$ cat src/rtl/muldiv_unit.sv
// Iterative multiply/divide unit with HI/LO registers for the MIPS execute stage.
// Multiplies by 32-step shift-add and divides by 32-step restoring division, then applies a sign fix.
module muldiv_unit (
  input  logic        clk,
  input  logic        reset,
  input  logic        start,
  input  logic [5:0]  funct,
  input  logic [31:0] srca,
  input  logic [31:0] srcb,
  output logic        busy,
  output logic        stall,
  output logic        done,
  output logic [31:0] result
);

  localparam logic [5:0] F_MULT  = 6'b011000;
  localparam logic [5:0] F_MULTU = 6'b011001;
  localparam logic [5:0] F_DIV   = 6'b011010;
  localparam logic [5:0] F_DIVU  = 6'b011011;
  localparam logic [5:0] F_MFHI  = 6'b010000;
  localparam logic [5:0] F_MTHI  = 6'b010001;
  localparam logic [5:0] F_MFLO  = 6'b010010;
  localparam logic [5:0] F_MTLO  = 6'b010011;

  typedef enum logic [1:0] {S_IDLE, S_RUN, S_FIX} state_t;

  state_t      state_q, state_d;
  logic [5:0]  cnt_q, cnt_d;
  logic [63:0] acc_q, acc_d;
  logic [31:0] opnd_q, opnd_d;
  logic [31:0] hi_q, hi_d;
  logic [31:0] lo_q, lo_d;
  logic        is_div_q, is_div_d;
  logic        qneg_q, qneg_d;
  logic        rneg_q, rneg_d;
  logic        done_q, done_d;

  logic        is_md, is_mv, accept;
  logic        op_signed, op_div, sign_a, sign_b;
  logic [31:0] mag_a, mag_b;
  logic [32:0] mul_sum, div_shift, div_diff;
  logic [63:0] mul_next, div_next, prod_fix;

  // Instruction decode and operand magnitudes
  always_comb begin
    is_md     = start && (funct == F_MULT || funct == F_MULTU || funct == F_DIV || funct == F_DIVU);
    is_mv     = start && (funct == F_MFHI || funct == F_MFLO || funct == F_MTHI || funct == F_MTLO);
    accept    = is_md && (state_q == S_IDLE);
    op_signed = (funct == F_MULT) || (funct == F_DIV);
    op_div    = funct[1];
    sign_a    = op_signed && srca[31];
    sign_b    = op_signed && srcb[31];
    mag_a     = sign_a ? (~srca + 32'd1) : srca;
    mag_b     = sign_b ? (~srcb + 32'd1) : srcb;
  end

  // One iteration of each algorithm; the low half of acc holds the multiplier or dividend bits
  always_comb begin
    mul_sum   = {1'b0, acc_q[63:32]} + (acc_q[0] ? {1'b0, opnd_q} : 33'd0);
    mul_next  = {mul_sum, acc_q[31:1]};
    div_shift = {acc_q[63:32], acc_q[31]};
    div_diff  = div_shift - {1'b0, opnd_q};
    div_next  = div_diff[32] ? {div_shift[31:0], acc_q[30:0], 1'b0}
                             : {div_diff[31:0], acc_q[30:0], 1'b1};
    prod_fix  = qneg_q ? (~acc_q + 64'd1) : acc_q;
  end

  always_ff @(posedge clk or negedge reset) begin
    if (!reset) begin
      state_q  <= S_IDLE;
      cnt_q    <= '0;
      acc_q    <= '0;
      opnd_q   <= '0;
      hi_q     <= '0;
      lo_q     <= '0;
      is_div_q <= 1'b0;
      qneg_q   <= 1'b0;
      rneg_q   <= 1'b0;
      done_q   <= 1'b0;
    end else begin
      state_q  <= state_d;
      cnt_q    <= cnt_d;
      acc_q    <= acc_d;
      opnd_q   <= opnd_d;
      hi_q     <= hi_d;
      lo_q     <= lo_d;
      is_div_q <= is_div_d;
      qneg_q   <= qneg_d;
      rneg_q   <= rneg_d;
      done_q   <= done_d;
    end
  end

  always_comb begin
    state_d = state_q;
    case (state_q)
      S_IDLE:  if (accept) state_d = S_RUN;
      S_RUN:   if (cnt_q == 6'd31) state_d = S_FIX;
      S_FIX:   state_d = S_IDLE;
      default: state_d = S_IDLE;
    endcase
  end

  always_comb begin
    cnt_d    = cnt_q;
    acc_d    = acc_q;
    opnd_d   = opnd_q;
    hi_d     = hi_q;
    lo_d     = lo_q;
    is_div_d = is_div_q;
    qneg_d   = qneg_q;
    rneg_d   = rneg_q;
    done_d   = 1'b0;
    case (state_q)
      S_IDLE: begin
        if (accept) begin
          acc_d    = {32'd0, op_div ? mag_a : mag_b};
          opnd_d   = op_div ? mag_b : mag_a;
          is_div_d = op_div;
          qneg_d   = sign_a ^ sign_b;
          rneg_d   = sign_a;
          cnt_d    = '0;
        end else if (start && funct == F_MTHI) begin
          hi_d = srca;
        end else if (start && funct == F_MTLO) begin
          lo_d = srca;
        end
      end
      S_RUN: begin
        cnt_d = cnt_q + 6'd1;
        acc_d = is_div_q ? div_next : mul_next;
      end
      S_FIX: begin
        done_d = 1'b1;
        if (is_div_q) begin
          // Zero divisor leaves quotient all ones and remainder = dividend magnitude;
          // restoring the dividend sign gives back the original srca.
          lo_d = (qneg_q && opnd_q != 32'd0) ? (~acc_q[31:0] + 32'd1) : acc_q[31:0];
          hi_d = rneg_q ? (~acc_q[63:32] + 32'd1) : acc_q[63:32];
        end else begin
          hi_d = prod_fix[63:32];
          lo_d = prod_fix[31:0];
        end
      end
      default: ;
    endcase
  end

  always_comb begin
    busy   = (state_q != S_IDLE);
    stall  = busy && (is_md || is_mv);
    done   = done_q;
    result = '0;
    if (funct == F_MFHI)      result = hi_q;
    else if (funct == F_MFLO) result = lo_q;
  end

endmodule

$ cat config.mk
export PLATFORM = sky130hd
export DESIGN_NAME = muldiv_unit
export DESIGN_NICKNAME = d
export VERILOG_FILES = /design/src/rtl/muldiv_unit.sv
export SDC_FILE = /design/constraint.sdc
export NUM_CORES = 1
export LEC_CHECK = 0
export BUFFER_PORTS_ARGS = -buffer_cell sky130_fd_sc_hd__buf_2
export CAP_MARGIN = 25
export CORE_MARGIN = 1
export CORE_UTILIZATION = 63
export DETAILED_ROUTE_END_ITERATION = 6
export PLACE_DENSITY = 0.82
export SLEW_MARGIN = 10
export SYNTH_ARGS = -nofsm -noshare
export SYNTH_HDL_FRONTEND = slang
export SYNTH_SLANG_ARGS = --single-unit
$ cat constraint.sdc
create_clock -name clk -period 4.65 [get_ports clk]
set_clock_uncertainty 0.1 [all_clocks]
set_input_delay 0.6975 -clock clk [delete_from_list [all_inputs] [get_ports clk]]
set_output_delay 0.6975 -clock clk [all_outputs]
set_load 0.02 [all_outputs]
Word level (Yosys, flattened, before mapping):

Cells that the tools add are included.

* flip-flop bits (word level): 172
* input bits: 73
* word-level logic and storage cells: 97

* add/sub/neg operators: 8
* equality and inequality tests: 17
* muxes and demuxes: 29
* bitwise logic cells: 6
* reduce and logical (&&, ||, !) cells: 27

Operator list (count)
* 2-to-1 mux 32 bit: 16
* 2-to-1 mux 64 bit: 4
* adder 32 x 1 -> 32 bit, second input constant: 4
* inverter 32 bit: 4
* one-hot mux 32 bit (2 select lines): 2
* one-hot mux 64 bit (2 select lines): 1
* adder 64 x 1 -> 64 bit, second input constant: 1
* inverter 64 bit: 1
* equality test 6 x 5 -> 1 bit, second input constant: 9
* adder 32 x 32 -> 33 bit: 1
* subtractor 33 x 32 -> 33 bit: 1
* nonzero test 32 bit: 1
* one-hot mux 6 bit (2 select lines): 1
* logical AND 1 bit: 9
* logical OR 1 bit: 8
* inequality test 2 bit, second input constant: 4
* adder 6 x 1 -> 6 bit, second input constant: 1
* 2-to-1 mux 6 bit: 1
* AND reduction 2 bit: 3
* nonzero test 2 bit: 3
* 2-to-1 mux 2 bit: 2
* inequality test 2 x 1 -> 1 bit, second input constant: 2
* one-hot mux 2 bit (2 select lines): 1
* AND reduction 4 bit: 1
* other kinds (6): 6

Longest topological paths before layout:

* depth in word-level cells: 8
* gate-level depth with buffers: 15
* depth with buffers taken out: 13

Least setup slack after synthesis:

No wires, ideal clock.

* path type: register -> register
* start point: register acc_q[0]
* end point: register acc_q[63]
* arrival time: 2.987 ns
* data required time: 4.416 ns
* slack: 1.429 ns
* stages on the path, launching flop included: 14
* path buffers: 3
* cell sequence: dfrtp_1 -> clkbuf_1 -> inv_1 -> clkbuf_1 -> nor2_1 -> ha_1 -> clkbuf_1 -> a21o_1 -> a211o_1 -> o31ai_1 -> o31ai_1 -> and3_1 -> o41ai_1 -> a21oi_1

* cells in the longest elaborated chain, start to end: 4

Ends and longest elaborated chain
* from (decl): line 29 `logic [63:0] acc_q, acc_d;`
* from (signal assigned): line 72 `acc_q <= '0;`
* from (signal assigned): line 83 `acc_q <= acc_d;`
* 2-to-1 mux 32 bit: line 59 `mul_sum = {1'b0, acc_q[63:32]} + (acc_q[0] ? {1'b0, opnd_q} : 33'd0);`
* adder 32 x 32 -> 33 bit: line 59
* 2-to-1 mux 64 bit: line 131 `acc_d = is_div_q ? div_next : mul_next;`
* one-hot mux 64 bit (2 select lines): line 114 `case (state_q)`

Every way passes these cells.
A chain may end at the register's enable or synchronous reset.

Worst setup path after layout:

* start point: register acc_q[0]
* end point: register acc_q[61]

The elaborated chain is that of the path after synthesis.

==> flow_summary_export.csv <==
group,metric,value,unit
detailed_routing,drt-total-wl,53.82,mm
clock_tree,clk_latency,0.45,ns
layout,layout.cells.non_filler,2339,
detailed_routing,routed.top_layer,"met4",
timing,final.min_clock_period,4.100,ns
layout,fin_util,0.7053,
setup_path,critPathArrivalTime,4.36,ns
setup_path,cp_max_fo,23,
placed_design,placed_area,16150,µm²
layout,nNetsFinal,2149,
die,die_area,25090,µm²
power_and_ir_drop,swShare,0.4927,
layout,design_area,16750,µm²
timing,tightest_slew,0.9737,ns
yosys,synth.area.top_cells,"dfrtp_1, mux2i_1, ha_1",
clock_tree,cts_tree,"yes",
setup_path,start_kind,"register",
clock_tree,cts_max_level,4,
yosys,synthArstFlopShare,1.000,
yosys,yosysTopAreaCell,"dfrtp_1",
global_route,grt_pass1_wl,81.36,mm
timing,final-hold-violation-count,0,
placed_design,dp_hpwl,40.84,mm
setup_path,required,4.91,ns
yosys,ys_warn_count,0,
timing,rsz0062_at_grt,"no",
detailed_routing,met3_length,6.658,mm
clock_tree,clk_path_buf_depth,2,
global_route,grt_pass1_vias,14160,
yosys,syn-num-nets,2113,
power_and_ir_drop,pwr-share-clk,0.162,
die,die_width,158.4,µm
detailed_routing,via_per_inst,6.756,
detailed_routing,drtIter0Drc,2149,
detailed_routing,drc,6,
timing,tns,0,ns
die,die_y,158.4,µm
detailed_routing,avgRoutedWirePerCell,23.01,µm
power_and_ir_drop,total_power,9.031,mW
global_route,antenna_found_initial,2,
yosys,syn-cell-area,15410,µm²
placed_design,io_buffers,107,
detailed_routing,route.met2.wl,22.19,mm
die,core_area,23750,µm²
timing,max_freq,0.2439,GHz
clock_tree,numCtsBuffers,17,
detailed_routing,vias,15800,
yosys,postSynthCellCount,1969,
timing,finalMaxSlewViolations,0,
detailed_routing,ant_nets,0,
yosys,ys_types,79,
setup_path,critPathKind,"register to register",
power_and_ir_drop,power.leakage,7.359,nW
global_route,grt_usage,0.4339,
hold_path,hp-class,"input pin to asynchronous set/reset pin",
yosys,ys_seq_elements,172,
clock_tree,clockRootBuffer,"clkbuf_16",
run_status,status,"complete, but fails checks",
setup_path,endpoint_kind,"register",
layout,drive_above_1_share,0.1080,
yosys,ys.flop_type,"dfrtp_1",
placed_design,placedCellCount,2305,
run_status,violations,"design-rule violations",
power_and_ir_drop,power_density,539.1,nW/µm²
die,rows,56,
power_and_ir_drop,vdd_ir_drop_max,374.2,µV
power_and_ir_drop,p_seq_frac,0.277,
setup_path,reg2reg_depth,14,
timing,maxSlewHeadroom,0.3420,
yosys,synth_area_per_cell,7.826,µm²
clock_tree,post_cts_buffers,0,
detailed_routing,met1Wirelength,22.36,mm
power_and_ir_drop,combPwrFrac,0.561,
yosys,synth_top_area_share,0.2793,
clock_tree,clock-sinks,172,
global_route,grt_max_degree,94,
clock_tree,cts_resized,0,
layout,area_growth,8.721,%
die,start_util,0.6487,
setup_path,r2r_slack,0.55,ns
power_and_ir_drop,power.switching,4.450,mW
timing,min_period_over_period,0.8817,
detailed_routing,drt-pass1-iter-count,7,
clock_tree,clk_pin_slew,0.08,ns
power_and_ir_drop,p_int,4.582,mW
clock_tree,cts.hold.buffers_added,0,
yosys,ys_seq_area_frac,0.2793,
die,pin_count,108,
global_route,overflow,0,
placed_design,gp_congestion,0.9819,
layout,fillers,1974,
timing,setup_viol,0,
job,cap_violations,0,
yosys,synth-edff-count,0,
==> critical path, stage by stage (launching register included) <==
cell and delay [ns]:
dfrtp_1 0.52, inv_1 0.29, buf_4 0.35, nor2_1 0.09
ha_1 0.40, nand2_1 0.07, a21oi_1 0.11, o21ai_0 0.20
a211oi_1 0.61, o31ai_1 0.16, buf_4 0.19, o31ai_1 0.43
a31oi_1 0.16, xor2_1 0.16, o211ai_1 0.16
==> cell families after synthesis <==
| logic type | count (synthesis) | synth area share |
|---|---|---|
| and+or+nand+nor | 672 | 0.2046 |
| AOI/OAI and AO/OA | 594 | 0.2406 |
| buffers and inverters | 176 | 0.04393 |
| xor gates and xnor gates | 173 | 0.09955 |
| DFF | 172 | 0.2793 |
| muxes | 111 | 0.07332 |
| adders and majority gates | 71 | 0.05863 |
==> cell usage in the layout (no fill, tap or decap), drive strengths merged, types with 15 or more instances in the layout <==
cell      n
nor2    225
nand2   218
o21ai   193
dfrtp   172
a21oi   157
buf     137
mux2i    96
xor2     91
xnor2    82
ha       69
inv      63
o31ai    41
nor3     38
a21o     32
o221ai   28
nand3    28
nand2b   24
a211oi   20
or3      20
nor4     20
nor2b    18
a31oi    18
nand4    18
o41ai    18
clkbuf   17
mux2     15
==> path summary, 6_finish.rpt <==
check	from	end
worst max-delay path	acc_q[0]$_DFFE_PN0P_	acc_q[61]$_DFFE_PN0P_
worst min-delay path	reset	acc_q[39]$_DFFE_PN0P_
worst max register to register	acc_q[0]$_DFFE_PN0P_	acc_q[61]$_DFFE_PN0P_
worst min register to register	lo_q[1]$_DFFE_PN0P_	lo_q[1]$_DFFE_PN0P_
max in group asynchronous	reset	acc_q[17]$_DFFE_PN0P_
min in group clk	lo_q[1]$_DFFE_PN0P_	lo_q[1]$_DFFE_PN0P_
==> routing by layer <==
layer,track usage,vias up
met5,0,-
met4,0.2079,0
met3,0.1089,169
met2,0.6159,1014
met1,0.6119,7460
li1,-,7159
==> power groups by stage <==
stage,Combinational (mW),Clock (mW),Sequential [mW]
floorplan,3.73,0,2.21
global placement,4.83,0,2.46
detailed placement,4.91,0,2.48
CTS,4.94,1.45,2.45
global route,5.53,1.51,2.53
finish,5.07,1.46,2.50
==> final cells by class <==
| type | count | area [µm²] | share of cell area |
|---|---|---|---|
| well taps | 319 | 399.1 | 0.02383 |
| clock buffers | 17 | 425.4 | 0.02539 |
| clock inverters | 15 | 171.4 | 0.01023 |
| repair buffers | 137 | 789.5 | 0.04713 |
| inverters | 56 | 210.2 | 0.01255 |
| multi-input cells | 1621 | 10450 | 0.6236 |
| flip-flops and latches | 172 | 4305 | 0.2570 |
| diodes | 2 | 5.005 | 0.0002988 |
==> state kept, by name, indices dropped and copies added (netlist names) <==
name and count:
is_div_q 1, opnd_q 32, hi_q 32, cnt_q 6, acc_q 64, lo_q 32
qneg_q 1, done 1, state_q 2, rneg_q 1
==> per-stage QoR <==
step | setup WS (ns) | hold slack (ns)
after global routing | 0.3696 | 0.2887
after detailed placement | 0.7328 | 0.3666
after CTS | 0.6942 | 0.2721
after global placement | 0.8083 | 0.3597
final | 0.5499 | 0.1988
after floorplan | 1.429 | 0.3019
==> cell usage after synthesis (17+ instances only) <==
| cell | number |
|---|---|
| a211oi_1 | 20 |
| a21o_1 | 32 |
| a21oi_1 | 157 |
| a31oi_1 | 18 |
| clkbuf_1 | 100 |
| dfrtp_1 | 172 |
| ha_1 | 69 |
| inv_1 | 55 |
| mux2i_1 | 96 |
| nand2_1 | 218 |
| nand2b_1 | 24 |
| nand3_1 | 28 |
| nand4_1 | 17 |
| nor2_1 | 225 |
| nor2b_1 | 18 |
| nor3_1 | 34 |
| nor4_1 | 18 |
| o21ai_0 | 149 |
| o21ai_1 | 44 |
| o221ai_1 | 28 |
| o31ai_1 | 40 |
| or3_1 | 19 |
| xnor2_1 | 81 |
| xor2_1 | 91 |
No activity file was read; power rests on OpenSTA's default activity.
